===== src/rtl/fetch_unit.sv =====
// Instruction fetch unit: issues one word-aligned fetch at a time, tracks the
// in-flight request through a REQ/WAIT/DROP FSM, and hands responses to the
// IF/ID register through a single-entry skid buffer so that ID stalls never
// lose an instruction. Redirects restart fetch and squash in-flight work.
module fetch_unit #(
  parameter logic [31:0] RESET_PC = 32'h0000_0000
) (
  input  logic        clk,
  input  logic        rst,
  output logic        imem_req,
  output logic [31:0] imem_addr,
  input  logic        imem_gnt,
  input  logic        imem_rvalid,
  input  logic [31:0] imem_rdata,
  input  logic        redirect,
  input  logic [31:0] redirect_pc,
  input  logic        stall_id,
  output logic        id_valid,
  output logic [31:0] id_pc,
  output logic [31:0] id_instr
);

  // addi x0, x0, 0: presented to the decoder whenever IF/ID holds nothing
  localparam logic [31:0] NOP = 32'h0000_0013;

  typedef enum logic [1:0] {
    S_REQ,
    S_WAIT,
    S_DROP
  } state_t;

  state_t      state;
  logic [31:0] pc_q;
  logic [31:0] req_pc;

  logic        skid_valid;
  logic [31:0] skid_pc;
  logic [31:0] skid_instr;

  logic        grant;
  logic        resp;
  logic        consume;
  logic        id_free;

  // A full skid buffer means ID is backed up; stop fetching until it drains.
  assign imem_req  = (state == S_REQ) && !skid_valid;
  assign imem_addr = pc_q;

  assign grant   = imem_req && imem_gnt;
  assign resp    = (state == S_WAIT) && imem_rvalid;
  assign consume = id_valid && !stall_id;
  assign id_free = !id_valid || consume;

  // Request FSM and fetch PC; a redirect overrides everything and decides
  // whether an old-path response is still owed (DROP) or not (REQ).
  always_ff @(posedge clk) begin
    if (rst) begin
      state  <= S_REQ;
      pc_q   <= RESET_PC;
      req_pc <= 32'h0;
    end else if (redirect) begin
      pc_q <= redirect_pc & ~32'h3;
      case (state)
        S_REQ:   state <= grant ? S_DROP : S_REQ;
        default: state <= imem_rvalid ? S_REQ : S_DROP;
      endcase
    end else begin
      case (state)
        S_REQ: begin
          if (grant) begin
            req_pc <= pc_q;
            pc_q   <= pc_q + 32'd4;
            state  <= S_WAIT;
          end
        end
        S_WAIT: begin
          if (imem_rvalid) state <= S_REQ;
        end
        S_DROP: begin
          if (imem_rvalid) state <= S_REQ;
        end
        default: state <= S_REQ;
      endcase
    end
  end

  // IF/ID register and skid buffer; the buffer always drains ahead of a
  // same-cycle response so program order is preserved.
  always_ff @(posedge clk) begin
    if (rst) begin
      id_valid   <= 1'b0;
      id_pc      <= 32'h0;
      id_instr   <= NOP;
      skid_valid <= 1'b0;
    end else if (redirect) begin
      id_valid   <= 1'b0;
      id_instr   <= NOP;
      skid_valid <= 1'b0;
    end else if (id_free) begin
      if (skid_valid) begin
        id_valid <= 1'b1;
        id_pc    <= skid_pc;
        id_instr <= skid_instr;
        if (resp) begin
          skid_pc    <= req_pc;
          skid_instr <= imem_rdata;
        end else begin
          skid_valid <= 1'b0;
        end
      end else if (resp) begin
        id_valid <= 1'b1;
        id_pc    <= req_pc;
        id_instr <= imem_rdata;
      end else begin
        id_valid <= 1'b0;
      end
    end else if (resp) begin
      skid_valid <= 1'b1;
      skid_pc    <= req_pc;
      skid_instr <= imem_rdata;
    end
  end

endmodule


===== config.mk =====
export PLATFORM = sky130hd
export DESIGN_NAME = fetch_unit
export DESIGN_NICKNAME = d
export VERILOG_FILES = /design/src/rtl/fetch_unit.sv
export SDC_FILE = /design/constraint.sdc
export NUM_CORES = 1
export LEC_CHECK = 0
export ABC_AREA = 1
export CORE_ASPECT_RATIO = 1.2
export CORE_MARGIN = 4
export CORE_UTILIZATION = 53
export CTS_BUF_LIST = sky130_fd_sc_hd__clkbuf_8
export DETAILED_ROUTE_END_ITERATION = 8
export GPL_ROUTABILITY_DRIVEN = 0
export MAX_ROUTING_LAYER = met4
export PLACE_DENSITY = 0.82
export SYNTH_ARGS = -nofsm -noshare
export SYNTH_HDL_FRONTEND = slang
export SYNTH_SLANG_ARGS = --single-unit

===== constraint.sdc =====
create_clock -name clk -period 5.2 [get_ports clk]
set_input_delay 0.78 -clock clk [delete_from_list [all_inputs] [get_ports clk]]
set_output_delay 0.78 -clock clk [all_outputs]
set_load 0.03 [all_outputs]

Word-level counts from Yosys, hierarchy flattened
Index checks and enable logic that the tools add are counted.
{"block": "totals", "regBits": 196, "input_bits": 70, "output_inout_bits": 98, "word_cells": 65}
{"block": "classes", "addsub": 1, "n_eq_ne": 5, "n_mux": 25, "bitwise": 2, "n_reduce_logical": 22}
{"operator": "$mux 32", "n": 13}
{"operator": "$add 32x3->32 const B", "n": 1}
{"operator": "$mux 2", "n": 6}
{"operator": "$reduce_and 3->1", "n": 3}
{"operator": "$reduce_and 2->1", "n": 4}
{"operator": "$reduce_bool 2->1", "n": 4}
{"operator": "$mux 1", "n": 5}
{"operator": "$logic_and 1x1->1", "n": 4}
{"operator": "$pmux 2 s2", "n": 1}
{"operator": "$reduce_or 2->1", "n": 2}
{"operator": "$logic_not 1->1", "n": 3}
{"operator": "$ne 3x1->1 const B", "n": 1}
{"operator": "$ne 3x3->1 const B", "n": 1}
{"operator": "$eq 2x1->1 const B", "n": 1}
{"operator": "$eq 2x2->1 const B", "n": 1}
{"operator": "$logic_not 2->1", "n": 1}
{"operator": "$ne 2x2->1 const B", "n": 1}
{"operator": "$not 1->1", "n": 2}
{"operator": "$logic_or 1x1->1", "n": 1}

Logic depth before layout (Yosys ltp)
Gate-level depths: netlist of run 1.
{"block": "logic_depth", "ltp_word": 6, "ltp_mapped": 12, "depth_no_buf": 11}

Worst setup path before layout of run 1
Ideal clock, no wire load.
{"block": "synth_path", "path_type": "input to register", "from": "input rst", "to": "register skid_instr[0], enable pin", "setup_ps": 482, "arrival_ps": 3854, "slack_ps": 864, "path_stages": 4, "n_path_buf": 1, "cell_sequence": "clkbuf_1 -> nor2_1 -> o21ai_0 -> nor2_1"}
{"block": "synth_between", "elab_chain_len": 2}
{"item": "start: declaration", "line_no": "9", "source": "input logic rst,"}
{"item": "$not 1->1 (no source line)"}
{"item": "$reduce_and 3->1 (no source line)"}
{"item": "end signal: assignment", "line_no": "106", "source": "skid_instr <= imem_rdata;"}
{"item": "end signal: assignment", "line_no": "120", "source": "skid_instr <= imem_rdata;"}
{"item": "end: declaration", "line_no": "38", "source": "logic [31:0] skid_instr;"}
Every way passes these cells.
A chain may end at the register's enable or synchronous reset.

Final worst setup path of run 1
{"block": "layout_path", "from": "register skid_valid", "to": "output imem_req"}
{"block": "layout_between", "elab_chain_len": 2}
{"item": "start: declaration", "line_no": "36", "source": "logic skid_valid;"}
{"item": "start signal: assignment", "line_no": "94", "source": "skid_valid <= 1'b0;"}
{"item": "start signal: assignment", "line_no": "98", "source": "skid_valid <= 1'b0;"}
{"item": "start signal: assignment", "line_no": "108", "source": "skid_valid <= 1'b0;"}
{"item": "$logic_not 1->1", "line_no": "46", "source": "assign imem_req = (state == S_REQ) && !skid_valid;"}
{"item": "$logic_and 1x1->1", "line_no": "46"}
{"item": "end: declaration", "line_no": "10", "source": "output logic imem_req,"}
Every way passes these cells.

==> key figures, run 1 <==
Timing
  • Hold WS: 435 ps
  • Highest clock rate: 332 MHz
  • Endpoints failing setup: 0
  • Slew @ Worst Pin: 1110 ps
  • Total negative setup slack: 0 ps
  • Setup Skew: 11.6 ps
  • Slew Limit Headroom: 25.8%
  • Min Tclk post-route: 3010 ps
  • Unrepaired setup endpoints after global routing: false
  • Post-route clock period utilization: 57.9%
  • Endpoints failing hold: 0
  • Slew Limit Fails: 0

Power and ir drop
  • Pwr Density: 287 nW/um^2
  • Worst vdd ir: 0.149 mV
  • Leak: 3.82 nW

Synth
  • Share of the synthesized area in the top cell type: 30.8%
  • Post-synth top area cell: dfxtp_1
  • #FFs+latches synth: 188
  • Async SR Flop Fraction: 0%
  • Cell Area, Synth: 8180 um^2
  • Syn avg cell area: 8.10 um^2
  • Top_reg_cell synth: dfxtp_1
  • Synth area leaders: dfxtp_1 (31%), edfxtp_1 (23%), nand2_1 (12%)
  • Total number of yosys warnings: 0
  • Post-synth EDFFs: 62
  • Post-synth cell types: 32
  • Sequential-to-total area share from yosys stat: 53.6%
  • Syn Inst Count: 1010

CTS
  • Setup bufs post-CTS: 0
  • Post-cts repair resize count: 0
  • H-tree Lvls: 4
  • # hold bufs at CTS: 0
  • Clock latency on the worst-skew pair: 460 ps
  • Clock Tree Buf Depth: 2
  • Clk Tree Root Cell: clkbuf_8
  • Cts bufs inserted: 17
  • CTS tree: yes
  • Reg clk slew, reported paths: 90 ps
  • Clock Sink Count: 188

Global routing
  • Largest net degree at the start of global routing: 91
  • Vias in the first global route: 6543
  • Total Routing Usage GR: 23.3%
  • GR Overflow Total: 0
  • Initial antenna violation count: 0
  • First-pass GRT wire length: 32000 um

Drt
  • Drt total wl: 19900 um
  • DRC viols: 0
  • Met1 WL: 8820 um
  • Drt first-iter violations: 552
  • Pre-Repair DR Iteration Count: 5
  • Met3 wire length: 1310 um
  • Routed Antenna Nets: 0
  • Routed wl met2: 9370 um
  • Via count: 7137
  • Vias per std cell: 5.26
  • DR WL/cell: 14.7 um
  • Top Layer Used: met4

Worst hold path
  • Hold path cells: 0
  • Hold crit path type: reg2reg

Layout
  • Commonest non-fill, non-tap cell in the layout: nand2_1
  • Layout cells sized above 1: 6.24%
  • Antenna Cells: 0
  • Area Overhead vs Synth: 25.0%
  • Most frequent cells in the layout: nand2_1 (253), clkdlybuf4s50_1 (160), dfxtp_1 (125)
  • Fin nets: 1214
  • # fillers: 1243
  • Final Cell Area: 10200 um^2
  • Post-layout util: 67.8%
  • Final Non-Filler Cells: 1358

Outcome
  • Outcome: finished clean

Critical path
  • Worst Setup End Kind: primary output
  • CP Class: reg2out
  • CP Launch Type: register
  • Worst reg2reg path depth: 4
  • Crit path required time: 4420 ps
  • CP arrival: 2230 ps
  • Crit-path max FO: 90

Placement
  • Inst Count DP: 1326
  • Dpl hpwl: 13700 um
  • # port buffers: 161
  • Dpl cell area: 9810 um^2

Die
  • Die area: 17500 um^2
  • IO Pins: 168
  • Die width: 121 um
  • Core area: 15100 um^2
  • Starting Density: 54.3%
  • Die Y: 144 um
  • Number of placement rows: 49

Run
  • MaxCap Viol Count: 0
==> layout make-up <==
type                            instances  area (um^2)  area share, %
Multi-Input combinational cell        653         3080           30.1
Clock inverter                         15          185           1.81
Timing Repair Buffer                  170         1670           16.4
Tap cell                              204          255           2.49
Clock buffer                           17          234           2.29
Sequential cell                       188         4390           42.9
Inverter                              111          417           4.07
==> critical path, cell delays in order, from the launching register on <==
cell and delay, ps:
dfxtp_2 340, buf_4 640, nor2_1 130, clkdlybuf4s50_1 650
==> layer usage <==
metal | vias up | track usage, %
li1 | 3571 | -
met1 | 3277 | 29.5
met2 | 253 | 37.6
met3 | 36 | 3.99
met4 | 0 | 8.97
met5 | - | -
==> cells in the mapped netlist (2+ instances only) <==
library cell	n
nand3_1	68
nor2_2	8
o31ai_1	3
edfxtp_1	62
nand2_2	5
a211oi_1	6
buf_4	13
xor2_1	3
o21ai_0	94
nand2_1	253
a211oi_2	8
a31oi_1	37
dfxtp_1	126
nand4_1	4
a21oi_1	67
ha_1	3
nor2_1	78
nor3_1	4
buf_6	3
inv_1	108
nor2_4	2
clkbuf_1	27
inv_2	3
buf_2	17
==> flip-flops by register name (all words and copies together) (netlist names), 2 cells and up <==
name / cells
id_instr: 32
id_pc: 30
imem_addr: 30
req_pc: 30
skid_instr: 32
skid_pc: 30
state: 2
==> cells by family after synthesis <==
kind of cell / Yosys count / synth area share (%)
buffers and inverters: 172 / 9.02
XOR/XNOR: 3 / 0.321
AO/OA/AOI/OAI: 218 / 15.0
flip-flops: 188 / 53.6
other: 1 / 0.0458
AND/OR/NAND/NOR: 425 / 21.6
adder cells (fa/ha/maj): 3 / 0.459
==> report_power, final <==
group	internal [mW]	switching, mW
Sequential	1.55	0.0353
Clock	0.485	0.534
Combinational	0.130	0.194
Total	2.17	0.764
==> per-stage QoR <==
stage          power, mW  worst slack [ps]
2_1_floorplan       1.81               864
3_3_place_gp        1.93              2000
3_5_place_dp        1.94              1990
4_1_cts             2.95              2150
5_1_grt             3.04              2060
6_report            2.93              2190
==> path summary, 6_finish.rpt <==
| path | to | startpoint | slack, ps |
|---|---|---|---|
| setup / recovery | imem_req | skid_valid$_SDFFE_PP0P_ | 2190 |
| hold / removal | skid_pc[24]$_DFFE_PP_ | req_pc[24]$_SDFFE_PP0P_ | 430 |
| setup reg to reg | skid_pc[20]$_DFFE_PP_ | skid_valid$_SDFFE_PP0P_ | 2500 |
| hold reg to reg | skid_pc[24]$_DFFE_PP_ | req_pc[24]$_SDFFE_PP0P_ | 430 |
Power figures use the tool's default switching activity.
==> run 2, diff against run 1 <==
==> constraint.sdc (replaced) <==
create_clock -name clk -period 2.8 [get_ports clk]
set_input_delay 0.42 -clock clk [delete_from_list [all_inputs] [get_ports clk]]
set_output_delay 0.42 -clock clk [all_outputs]
set_load 0.03 [all_outputs]
==> key figures, run 2 (synthesis gave the netlist of run 1 again) <==
Outcome
  • Outcome: finished clean

Timing
  • Min Tclk post-route: 2400 ps
  • Final setup margin: 396 ps
  • Highest clock rate: 416 MHz
  • Slew @ Worst Pin: 1110 ps
  • Endpoints failing hold: 0
  • Endpoints failing setup: 0
  • Setup Skew: 13.3 ps
  • Slew Limit Fails: 0
  • Total negative setup slack: 0 ps
  • Slew Limit Headroom: 25.6%
  • Post-route clock period utilization: 85.8%
  • Hold WS: 402 ps
  • Unrepaired setup endpoints after global routing: false

CTS
  • Clk Tree Root Cell: clkbuf_8
  • Clock latency on the worst-skew pair: 460 ps
  • Clock Sink Count: 188
  • Cts bufs inserted: 17
  • H-tree Lvls: 4
  • Post-cts repair resize count: 0
  • # hold bufs at CTS: 0
  • Reg clk slew, reported paths: 90 ps
  • Clock Tree Buf Depth: 2
  • CTS tree: yes
  • Setup bufs post-CTS: 0

Die
  • Number of placement rows: 49
  • Die width: 121 um
  • IO Pins: 168
  • Starting Density: 54.3%
  • Core area: 15100 um^2
  • Die Y: 144 um
  • Die area: 17500 um^2

Global routing
  • Total Routing Usage GR: 23.9%
  • Largest net degree at the start of global routing: 84
  • GR Overflow Total: 0
  • Vias in the first global route: 6607
  • Initial antenna violation count: 0
  • First-pass GRT wire length: 32600 um

Critical path
  • CP arrival: 1980 ps
  • Worst R2R Setup Slack: 450 ps
  • Worst r2r src: state[0]$_SDFFE_PP0P_
  • Worst reg2reg path depth: 10
  • Crit path required time: 2380 ps
  • R2R Path End: imem_addr[30]$_SDFFE_PP0P_
  • Crit-path max FO: 4
  • Worst Setup End Kind: primary output
  • CP Launch Type: register
  • CP Class: reg2out

Layout
  • Final Non-Filler Cells: 1363
  • Antenna Cells: 0
  • Most frequent cells in the layout: nand2_1 (253), clkdlybuf4s50_1 (160), dfxtp_1 (125)
  • Fin nets: 1219
  • Layout cells sized above 1: 6.47%
  • Largest regs: id_instr (32), skid_instr (32)
  • Area Overhead vs Synth: 26.1%
  • Commonest non-fill, non-tap cell in the layout: nand2_1
  • Post-layout util: 68.4%
  • # fillers: 1232

Worst hold path
  • HP Start: rst
  • Hold path cells: 4
  • Hold Path End: skid_valid$_SDFFE_PP0P_
  • Hold crit path type: in2reg

Drt
  • DRC viols: 0
  • DR WL/cell: 14.8 um
  • Pre-Repair DR Iteration Count: 5
  • Drt first-iter violations: 584
  • Via count: 7180
  • Vias per std cell: 5.27
  • Drt total wl: 20200 um
  • Routed Antenna Nets: 0

Placement
  • Inst Count DP: 1331
  • # port buffers: 161
  • Dpl hpwl: 14000 um
  • Pre-CTS setup slack: 185 ps

Run
  • MaxCap Viol Count: 0

Power and ir drop
  • Leak: 3.88 nW
  • Pwr Density: 542 nW/um^2
  • Worst vdd ir: 0.317 mV
[run 2: cell types whose count changed in the layout (fill, tap and decap cells not counted)]
cell	delta
clkinvlp_4	-2
bufinv_16	+2
clkinv_4	+1
inv_1	+3
clkinv_2	-1
clkinv_1	-1
buf_4	+4
inv_6	-1
buf_12	+1
inv_8	-1
[run 2: routing by layer]
| metal | global-route usage (%) | wire, um | vias to the layer above | share of wire (%) |
|---|---|---|---|---|
| met5 | - | 0 | - | 0 |
| met4 | 7.20 | 365 | 0 | 1.8 |
| met3 | 4.93 | 1160 | 32 | 5.7 |
| met2 | 38.7 | 9740 | 231 | 48 |
| met1 | 30.6 | 8950 | 3333 | 44 |
| li1 | - | - | 3584 | - |
[run 2: worst max-delay path by stage]
stage                             from                         end  slack [ps]  cells past startpoint
6_report         state[0]$_SDFFE_PP0P_                    imem_req         400                      5
5_1_grt        skid_valid$_SDFFE_PP0P_  imem_addr[30]$_SDFFE_PP0P_         270                      9
4_1_cts          state[1]$_SDFFE_PP0P_                    imem_req         360                      5
3_5_place_dp                  imem_gnt  imem_addr[27]$_SDFFE_PP0P_         190                      9
3_3_place_gp                  imem_gnt  imem_addr[27]$_SDFFE_PP0P_         230                      9
2_1_floorplan                      rst     skid_instr[0]$_DFFE_PP_         500                      4
[run 2: where the power goes]
group / internal [mW] / leakage [nW] / switching [mW]
registers: 2.89 / 1.59 / 0.0670
clock network: 1.07 / 0.241 / 0.961
logic: 0.248 / 2.05 / 0.361
total: 4.20 / 3.88 / 1.39
[run 2: final cells by class]
class / instances / area [um^2] / area share (%)
clock buffer: 17 / 234 / 2.27
clock inverter: 15 / 221 / 2.15
inverter: 111 / 417 / 4.04
multi-input combinational: 653 / 3080 / 29.9
sequential: 188 / 4390 / 42.5
tap: 204 / 255 / 2.47
timing repair buffer: 175 / 1720 / 16.7
[run 2: per-stage QoR]
stage / total power [mW] / area [um^2]
6_report: 5.59 / 10300
5_1_grt: 5.80 / 10300
4_1_cts: 5.61 / 10300
3_5_place_dp: 3.62 / 9860
3_3_place_gp: 3.60 / 9860
2_1_floorplan: 3.36 / 8200
[run 2: worst max-delay path: stages (launching register included)]
cell	delay, ps
dfxtp_1	350
inv_1	60
ha_1	200
inv_1	100
nor2_1	100
clkdlybuf4s50_1	710
